<file path="src/rtl/ff_conv_bank.sv">
// Multi-mode flip-flop bank: per-cycle D / T / JK / SR next-state selection plus
// up/down counting built from chained T stages. SR conflicts hold and are flagged.
module ff_conv_bank #(
   parameter int                 WIDTH     = 8,
   parameter logic [WIDTH-1:0]   RESET_VAL = {WIDTH{1'b0}},
   parameter int                 ERR_CNT_W = 4
) (
   input  logic                 clk,
   input  logic                 rst,
   input  logic                 en,
   input  logic [2:0]           mode,
   input  logic [WIDTH-1:0]     a,
   input  logic [WIDTH-1:0]     b,
   output logic [WIDTH-1:0]     q,
   output logic [WIDTH-1:0]     qn,
   output logic                 sr_err,
   output logic [ERR_CNT_W-1:0] err_cnt,
   output logic                 wrap,
   output logic                 illegal_mode
);

   localparam logic [2:0] MODE_D  = 3'd0;
   localparam logic [2:0] MODE_T  = 3'd1;
   localparam logic [2:0] MODE_JK = 3'd2;
   localparam logic [2:0] MODE_SR = 3'd3;
   localparam logic [2:0] MODE_UP = 3'd4;
   localparam logic [2:0] MODE_DN = 3'd5;

   logic [WIDTH-1:0]     q_q, q_d;
   logic [ERR_CNT_W-1:0] err_cnt_q, err_cnt_d;
   logic                 sr_err_q, sr_err_d;
   logic                 wrap_q, wrap_d;
   logic                 illegal_q, illegal_d;
   logic [WIDTH-1:0]     t_up_s, t_dn_s;
   logic [WIDTH-1:0]     sr_set_s, sr_clr_s;

   // Ripple toggle enables: stage i toggles when all lower bits are 1 (up) or 0 (down).
   always_comb begin
      t_up_s    = {WIDTH{1'b0}};
      t_dn_s    = {WIDTH{1'b0}};
      t_up_s[0] = 1'b1;
      t_dn_s[0] = 1'b1;
      for (int i = 1; i < WIDTH; i++) begin
         t_up_s[i] = t_up_s[i-1] & q_q[i-1];
         t_dn_s[i] = t_dn_s[i-1] & ~q_q[i-1];
      end
   end

   assign sr_set_s = a & ~b;
   assign sr_clr_s = ~a & b;

   // Next-state selection for the bank and its status flags.
   always_comb begin
      q_d       = q_q;
      err_cnt_d = err_cnt_q;
      sr_err_d  = 1'b0;
      wrap_d    = 1'b0;
      illegal_d = 1'b0;
      if (en) begin
         case (mode)
            MODE_D:  q_d = a;
            MODE_T:  q_d = q_q ^ a;
            MODE_JK: q_d = (a & ~q_q) | (~b & q_q);
            MODE_SR: begin
               // a=b=1 falls out of this form as hold, so no bit ever goes unknown
               q_d      = (q_q & ~sr_clr_s) | sr_set_s;
               sr_err_d = |(a & b);
               if (sr_err_d && (err_cnt_q != {ERR_CNT_W{1'b1}})) begin
                  err_cnt_d = err_cnt_q + {{(ERR_CNT_W-1){1'b0}}, 1'b1};
               end else begin
                  err_cnt_d = err_cnt_q;
               end
            end
            MODE_UP: begin
               q_d    = q_q ^ t_up_s;
               wrap_d = &q_q;
            end
            MODE_DN: begin
               q_d    = q_q ^ t_dn_s;
               wrap_d = ~|q_q;
            end
            default: illegal_d = 1'b1;
         endcase
      end else begin
         q_d = q_q;
      end
   end

   // State and flag registers with synchronous reset.
   always_ff @(posedge clk) begin
      if (rst) begin
         q_q       <= RESET_VAL;
         err_cnt_q <= {ERR_CNT_W{1'b0}};
         sr_err_q  <= 1'b0;
         wrap_q    <= 1'b0;
         illegal_q <= 1'b0;
      end else begin
         q_q       <= q_d;
         err_cnt_q <= err_cnt_d;
         sr_err_q  <= sr_err_d;
         wrap_q    <= wrap_d;
         illegal_q <= illegal_d;
      end
   end

   assign q            = q_q;
   assign qn           = ~q_q;
   assign sr_err       = sr_err_q;
   assign err_cnt      = err_cnt_q;
   assign wrap         = wrap_q;
   assign illegal_mode = illegal_q;

endmodule

</file>
<file path="config.mk">
export PLATFORM = sky130hd
export DESIGN_NAME = ff_conv_bank
export DESIGN_NICKNAME = d
export VERILOG_FILES = /design/src/rtl/ff_conv_bank.sv
export SDC_FILE = /design/constraint.sdc
export NUM_CORES = 1
export LEC_CHECK = 0
export ABC_CLOCK_PERIOD_IN_PS = 1600
export BUFFER_PORTS_ARGS = -buffer_cell sky130_fd_sc_hd__buf_2
export CAP_MARGIN = 20
export CORE_UTILIZATION = 46
export CTS_CLUSTER_SIZE = 8
export DETAILED_ROUTE_END_ITERATION = 7
export PLACE_DENSITY = 0.76
export SLEW_MARGIN = 10
export SYNTH_ARGS = -nofsm -noshare
export SYNTH_HDL_FRONTEND = slang
export SYNTH_SLANG_ARGS = --single-unit
</file>
<file path="constraint.sdc">
create_clock -name clk -period 1.6 [get_ports clk]
set_clock_uncertainty 0.15 [all_clocks]
set_input_delay 0.16 -clock clk [delete_from_list [all_inputs] [get_ports clk]]
set_output_delay 0.16 -clock clk [all_outputs]
set_load 0.005 [all_outputs]
</file>
==> results of run 1 <==
-- routing by layer --
| metal | vias up | track usage | part of all wire |
|---|---|---|---|
| met4 | 0 | 0.0941 | 0.021 |
| li1 | 891 | - | - |
| met5 | - | 0 | 0 |
| met2 | 100 | 0.509 | 0.46 |
| met3 | 13 | 0.0530 | 0.096 |
| met1 | 849 | 0.381 | 0.42 |
-- state kept, by name, indices dropped and copies added, names as in the netlist --
| register | flops |
|---|---|
| sr_err | 1 |
| err_cnt | 4 |
| q | 8 |
| wrap | 1 |
| illegal_mode | 1 |
-- power breakdown --
group | switching, uW | internal, uW
registers | 21.9 | 394
logic | 252 | 225
clock network | 151 | 93.5
total | 425 | 712
-- metrics by stage --
step / util / std cells / setup WS, ns
floorplan: - / 191 / -0.0470
global placement: 0.681 / 296 / -0.0760
detailed placement: 0.681 / 296 / -0.0843
CTS: 0.702 / 300 / -0.0690
global route: 0.720 / 301 / -0.156
finish: 0.720 / 301 / -0.0761
-- worst paths after layout --
check	start	to	slack (ns)
worst max-delay path	q[1]$_SDFFE_PP0P_	q[4]$_SDFFE_PP0P_	-0.08
worst max register to register	q[1]$_SDFFE_PP0P_	q[4]$_SDFFE_PP0P_	-0.08
worst min register to register	q[2]$_SDFFE_PP0P_	q[2]$_SDFFE_PP0P_	0.37
worst min-delay path	en	illegal_mode$_SDFF_PP0_	0.06
-- cell type report --
class / instances / area [sq um]
Inverter: 15 / 56.3
Fill cell: 244 / 786
Timing Repair Buffer: 87 / 543
Clock inverter: 1 / 5.00
Tap cell: 31 / 38.8
Sequential cell: 15 / 304
Multi-Input combinational cell: 149 / 1050
Clock buffer: 3 / 22.5
-- cell usage in the layout, fill, tap and decap left out, types with 3 or more instances in the layout --
master,instances
a22o_1,3
nor3_1,6
o22ai_1,3
nand4_1,4
a21oi_1,8
o21ai_0,6
nor3b_1,3
nand2_1,18
inv_1,13
dfxtp_1,12
nand3_1,6
xnor2_1,3
a211oi_1,7
nor2_1,12
a21boi_0,3
buf_2,44
dfxtp_2,3
clkbuf_4,3
nor2b_1,4
a32oi_1,3
o31ai_1,3
a22oi_1,7
a31oi_1,4
buf_4,43
-- logic make-up (layout without fill, tap and decap cells) --
| logic type | after synthesis | count (layout) |
|---|---|---|
| AO/OA/AOI/OAI | 70 | 70 |
| XOR/XNOR | 4 | 4 |
| adder cells (fa/ha/maj) | 1 | 1 |
| buffers and inverters | 27 | 106 |
| flip-flops | 15 | 15 |
| multiplexers | 4 | 4 |
| AND/OR/NAND/NOR | 70 | 70 |
-- repair_timing --
item | CTS | global route
resized for setup | 7 | 8
pin swaps | 2 | 3
buffers inserted | 0 | 1
setup endpoints to repair | 5 | 8
-- worst max-delay path, stage by stage, from the launching register on --
cell     delay (ns)
dfxtp_2        0.34
or2_4          0.28
nor3b_4        0.22
mux2_4         0.20
o22ai_2        0.05
a221o_1        0.33
==> impl_results.md, run 1 <==
- Status: finished with violations
- Failing checks: design-rule violations, negative setup slack
- Largest area contributor in the netlist: dfxtp_1
- Post-Synth XOR/XNOR Area: 0.0253
- Clk root buf: clkbuf_4
- Warnings from Yosys: 0
- Synth top area share: 0.217
- I/O pin total: 45
- RSZ-0062 raised after global routing: true
- Crit Path Class: flip-flop to flip-flop
- Gr usage total: 0.299
- Post-synthesis adder-cell area fraction: 0.00903
- Avg Cell Area, Syn: 7.25 sq um
- Top-count cell post-synth: nand2_1
- Die span in x: 56.9 microns
- Final setup vio count: 5
- CP Data Required Time: 1.65 ns
- Port buffer count: between 40 and 50
- Final Critical Period: 1.68 ns
- Share of cells above drive strength 1: 0.411
- Yosys cell types: 56
- Pleak: 0.000880 uW
- Initial DRC Count: 112
- Compound-cell area share of the yosys netlist: 0.363
- Layout area overhead: 45.8%
- Top post-synthesis cells by count: nand2_1, dfxtp_1, inv_1, nor2_1
- Total Power: 1140 uW
- Via/cell ratio: 6.16
- FMAX: about 600 MHz
- Crit Path Max Fanout: 5
- Largest family of logic cells by synthesized area: compound AO/OA/AOI/OAI gates
- Clk Latency, worst-skew pair: roughly 0.31 ns
- DRT Pass-1 Iters: 7
- Final Hold Violating Endpoints: 0
- Synth Instances: 191
- Period utilization: 1.05
- Number of flops mapped to enable cells by yosys: 0
- Clk pin slew, worst setup/hold paths: 0.11 ns
- Multiplexer area fraction after synthesis: 0.0307
- Initial core utilization: 0.494
- FF-to-FF path depth: 5
- Pwr Density: 563 nW/um^2
- N_diodes: 0
- Slew Limit Fails: 0
- CTS max path bufs: 2
- First-pass GRT wire length: 7570 microns
- Largest net degree at the start of global routing: 13
- Antenna-violating nets left: 0
- Peak VDD IR: approximately 0.00031 V
- Final wirelength: 4790 microns
- DR vias: about 1900
- Total of max-cap violations: 0
- DRC viols: 12
- Synth Cell Area: 1390 sq um
- H-tree Lvls: 1
- Final hold slack: 0.0643 ns
- Least-Margin Pin Slew: 0.532 ns
- CTS sink cnt: 15
- Post-Layout Inst Area: ~2000 sq um
- Nets: 294
- Die outline height: 56.9 microns
- Worst slew margin: 0.641
- Hold path depth: 2
- CTS tree: yes
- Final WS setup: -0.0761 ns
- CTS buffer count: 3
- Die area: 3230 sq um
- Sum of negative setup slack: -0.230 ns
- Wire length per cell: 15.9 microns
- Gpl congestion: 0.908
- Sequential cell area fraction in the yosys report: 0.217
- Grt total ovfl: 0
- Nature of the critical path endpoint: flip-flop
- Syn Nets: 214
- DP Area: 1910 sq um
- Cell Rows: 19
- Simple-gate share of the synthesized area: 0.275
- Startpoint types: flip-flop
- Top_reg_cell synth: dfxtp_1
- Async SR Flop Fraction: 0
- Number of global-route vias before repair: about 1600
- Initial antenna violation count: 0
- Flops & latches, synth: 15
- Hold WC Path Type: input pin to flip-flop
- Worst endpoint data arrival time: 1.72 ns
- Hpwl dp: 3630 microns
- Area contributors post-synth: dfxtp_1, nand2_1, a211oi_1, a22oi_1, inv_1
- Core box area: about 2800 sq um
- Number of buffers inserted by hold repair at cts: 0
(Power assumes the default switching activity.)
==> inputs of run 2 (changes only) <==
SETUP_SLACK_MARGIN = 0.02   (was not set)
==> impl_results.md, run 2 (synthesized netlist as in run 1, its figures left out) <==
- Worst reg2reg path endpoint: q[5]$_SDFFE_PP0P_ (was q[4]$_SDFFE_PP0P_)
- Sw power: 433 uW (was 425 uW)
- Die area: 3230 sq um (unchanged)
- Crit Path Max Fanout: 3 (was 5)
- Gpl congestion: 0.908 (unchanged)
- Part of the power in registers: 0.363 (was 0.366)
- Die outline height: 56.9 microns (unchanged)
- Slew Limit Fails: 0 (unchanged)
- Layout area overhead: 46.8% (was 45.8%)
- Port buffer count: 44 (unchanged)
- Worst path slowest cell: dfxtp_2 (unchanged)
- Final setup vio count: 5 (unchanged)
- Gr usage total: 0.303 (was 0.299)
- Core box area: 2810 sq um (unchanged)
- Initial DRC Count: 129 (was 112)
- Sw Share: 0.377 (was 0.374)
- Cell chain of the critical path: or2_4, nor4_2, buf_4, a32oi_1, xnor2_1, o31ai_1 (was or2_4, nor3b_4, mux2_4, o22ai_2, a221o_1)
- CP peak stage delay: 0.33 ns (was 0.34 ns)
- DR vias: 1893 (was 1853)
- Proportion of power drawn by combinational gates: 0.425 (was 0.420)
- Clk pin slew, worst setup/hold paths: 0.11 ns (about the same)
- Period utilization: 1.07 (was 1.05)
- Total of max-cap violations: 0 (unchanged)
- Number of buffers inserted by hold repair at cts: 0 (unchanged)
- Die span in x: 56.9 microns (unchanged)
- Largest net degree at the start of global routing: 13 (unchanged)
- Pwr Density: 565 nW/um^2 (was 563 nW/um^2)
- Wire length per cell: 16.6 microns (was 15.9 microns)
- Layer with the highest usage: met2 (unchanged)
- Nature of the critical path endpoint: flip-flop (unchanged)
- Antenna-violating nets left: 0 (unchanged)
- Most frequent cells in the layout: buf_2, buf_4, nand2_1 (unchanged)
- CTS sink cnt: 15 (unchanged)
- CP Data Required Time: 1.67 ns (was 1.65 ns)
- Number of global-route vias before repair: 1640 (was 1633)
- Via/cell ratio: 6.27 (was 6.16)
- Initial antenna violation count: 0 (unchanged)
- Initial core utilization: 0.494 (unchanged)
- Hpwl dp: 3630 microns (unchanged)
- FF-to-FF path depth: 6 (was 5)
- CTS buffer count: 3 (unchanged)
- Final WS setup: -0.109 ns (was -0.0761 ns)
- CTS max path bufs: 2 (unchanged)
- Met1 Resource Use GR: 0.392 (was 0.381)
- RSZ-0062 raised after global routing: true (unchanged)
- Least-Margin Pin Slew: 0.529 ns (was 0.532 ns)
- Startpoint types: flip-flop (unchanged)
- Util after Layout: 0.725 (was 0.720)
- FMAX: 585 MHz (was 597 MHz)
- Int Pwr: 716 uW (was 712 uW)
- Met2 global-route usage: 0.515 (was 0.509)
- Final hold slack: 0.0671 ns (was 0.0643 ns)
- Final wirelength: 5000 microns (was 4790 microns)
- Final Hold Violating Endpoints: 0 (unchanged)
- Share of cells above drive strength 1: 0.417 (was 0.411)
- DRT Pass-1 Iters: 7 (unchanged)
- DRC viols: 12 (unchanged)
- Crit Path Class: flip-flop to flip-flop (unchanged)
- H-tree Lvls: 1 (unchanged)
- Cell Rows: 19 (unchanged)
- Worst endpoint data arrival time: 1.78 ns (was 1.72 ns)
- Failing checks: design-rule violations, negative setup slack (unchanged)
- Flop-to-flop setup slack: -0.11 ns (was -0.08 ns)
- N_diodes: 0 (unchanged)
- Pleak: 0.000885 uW (was 0.000880 uW)
- First-pass GRT wire length: 7680 microns (was 7570 microns)
- Status: finished with violations (unchanged)
- I/O pin total: 45 (unchanged)
- Buffer and inverter count on the worst path: 1 (was 0)
- CTS tree: yes (unchanged)
- Hold WC Path Type: input pin to flip-flop (unchanged)
- Crit path depth: 6 (was 5)
- Max FFs per register: 8 (unchanged)
- Final Critical Period: 1.71 ns (was 1.68 ns)
- Critical Path Sink: q[5]$_SDFFE_PP0P_ (was q[4]$_SDFFE_PP0P_)
- Nets: 295 (was 294)
- Clk root buf: clkbuf_4 (unchanged)
- Family with the most delay on the worst path: simple AND/OR/NAND/NOR gates (unchanged)
- Clk Latency, worst-skew pair: 0.31 ns (about the same)
- Grt total ovfl: 0 (unchanged)
- Worst slew margin: 0.642 (was 0.641)
- GR Util met3: 0.0461 (was 0.0530)
- Reg-to-Reg Start: q[0]$_SDFFE_PP0P_ (was q[1]$_SDFFE_PP0P_)
- Peak VDD IR: 0.000316 V (was 0.000313 V)
- Critical Path Start: q[0]$_SDFFE_PP0P_ (was q[1]$_SDFFE_PP0P_)
- Clk pwr share: 0.213 (was 0.215)
[run 2: changes by cell type in the layout (fill, tap and decap cells not counted)]
cell	delta
a21oi_1	-1
a21oi_2	+1
buf_4	+1
nand2_1	+1
nand2_2	-1
nor3_1	-1
nor3_2	+1
[run 2: layout make-up]
cell class | count | area, sq um
Fill cell | 243 | 772
Multi-Input combinational cell | 149 | 1060
Inverter | 15 | 56.3
Sequential cell | 15 | 304
Timing Repair Buffer | 88 | 551
Clock buffer | 3 | 22.5
Clock inverter | 1 | 5.00
Tap cell | 31 | 38.8
[run 2: worst min-delay path by stage]
stage / startpoint / endpoint / slack, ns / depth (start not counted)
after floorplan: a[1] / q[1]$_SDFFE_PP0P_ / 0.20 / 2
after global placement: err_cnt[3]$_SDFFE_PP0P_ / err_cnt[3]$_SDFFE_PP0P_ / 0.36 / 1
after detailed placement: en / illegal_mode$_SDFF_PP0_ / 0.38 / 2
after CTS: en / illegal_mode$_SDFF_PP0_ / 0.06 / 2
after global routing: en / illegal_mode$_SDFF_PP0_ / 0.06 / 2
final: en / illegal_mode$_SDFF_PP0_ / 0.07 / 2
[run 2: routing by layer]
metal	wire (microns)	up-vias
met5	0	-
met4	104	0
met3	469	13
met2	2330	120
met1	2100	865
li1	-	895
[run 2: timing repair]
| action | CTS | global route |
|---|---|---|
| pin swaps | 5 | 4 |
| hold endpoints to repair | 0 | 0 |
| endpoints found under the setup margin | 5 | 8 |
| buffers inserted | 1 | 1 |
| gates resized for setup | 7 | 9 |
[run 2: power by group through the flow]
stage / clock [uW] / combinational (uW) / sequential [uW]
after detailed placement: 0 / 440 / 422
final: 244 / 488 / 417
after CTS: 239 / 456 / 415
after global routing: 268 / 520 / 419
after global placement: 0 / 434 / 421
after floorplan: 0 / 226 / 422
[run 2: worst reg2reg max path, cell delays in order, from the launching register on]
cell and delay (ns):
dfxtp_2 0.33, or2_4 0.27, nor4_2 0.25, buf_4 0.17
a32oi_1 0.06, xnor2_1 0.15, o31ai_1 0.23
[run 2: stage by stage]
stage | TNS [ns] | instance area [sq um] | cells | power [uW] | setup slack, ns
after detailed placement | -0.283 | 1910 | 296 | 862 | -0.0843
after global routing | -0.703 | 2030 | 302 | 1210 | -0.140
after global placement | -0.183 | 1910 | 296 | 855 | -0.0760
final | -0.343 | 2030 | 302 | 1150 | -0.109
after CTS | -0.146 | 1980 | 301 | 1110 | -0.0742
after floorplan | -0.0815 | 1390 | 191 | 648 | -0.0470
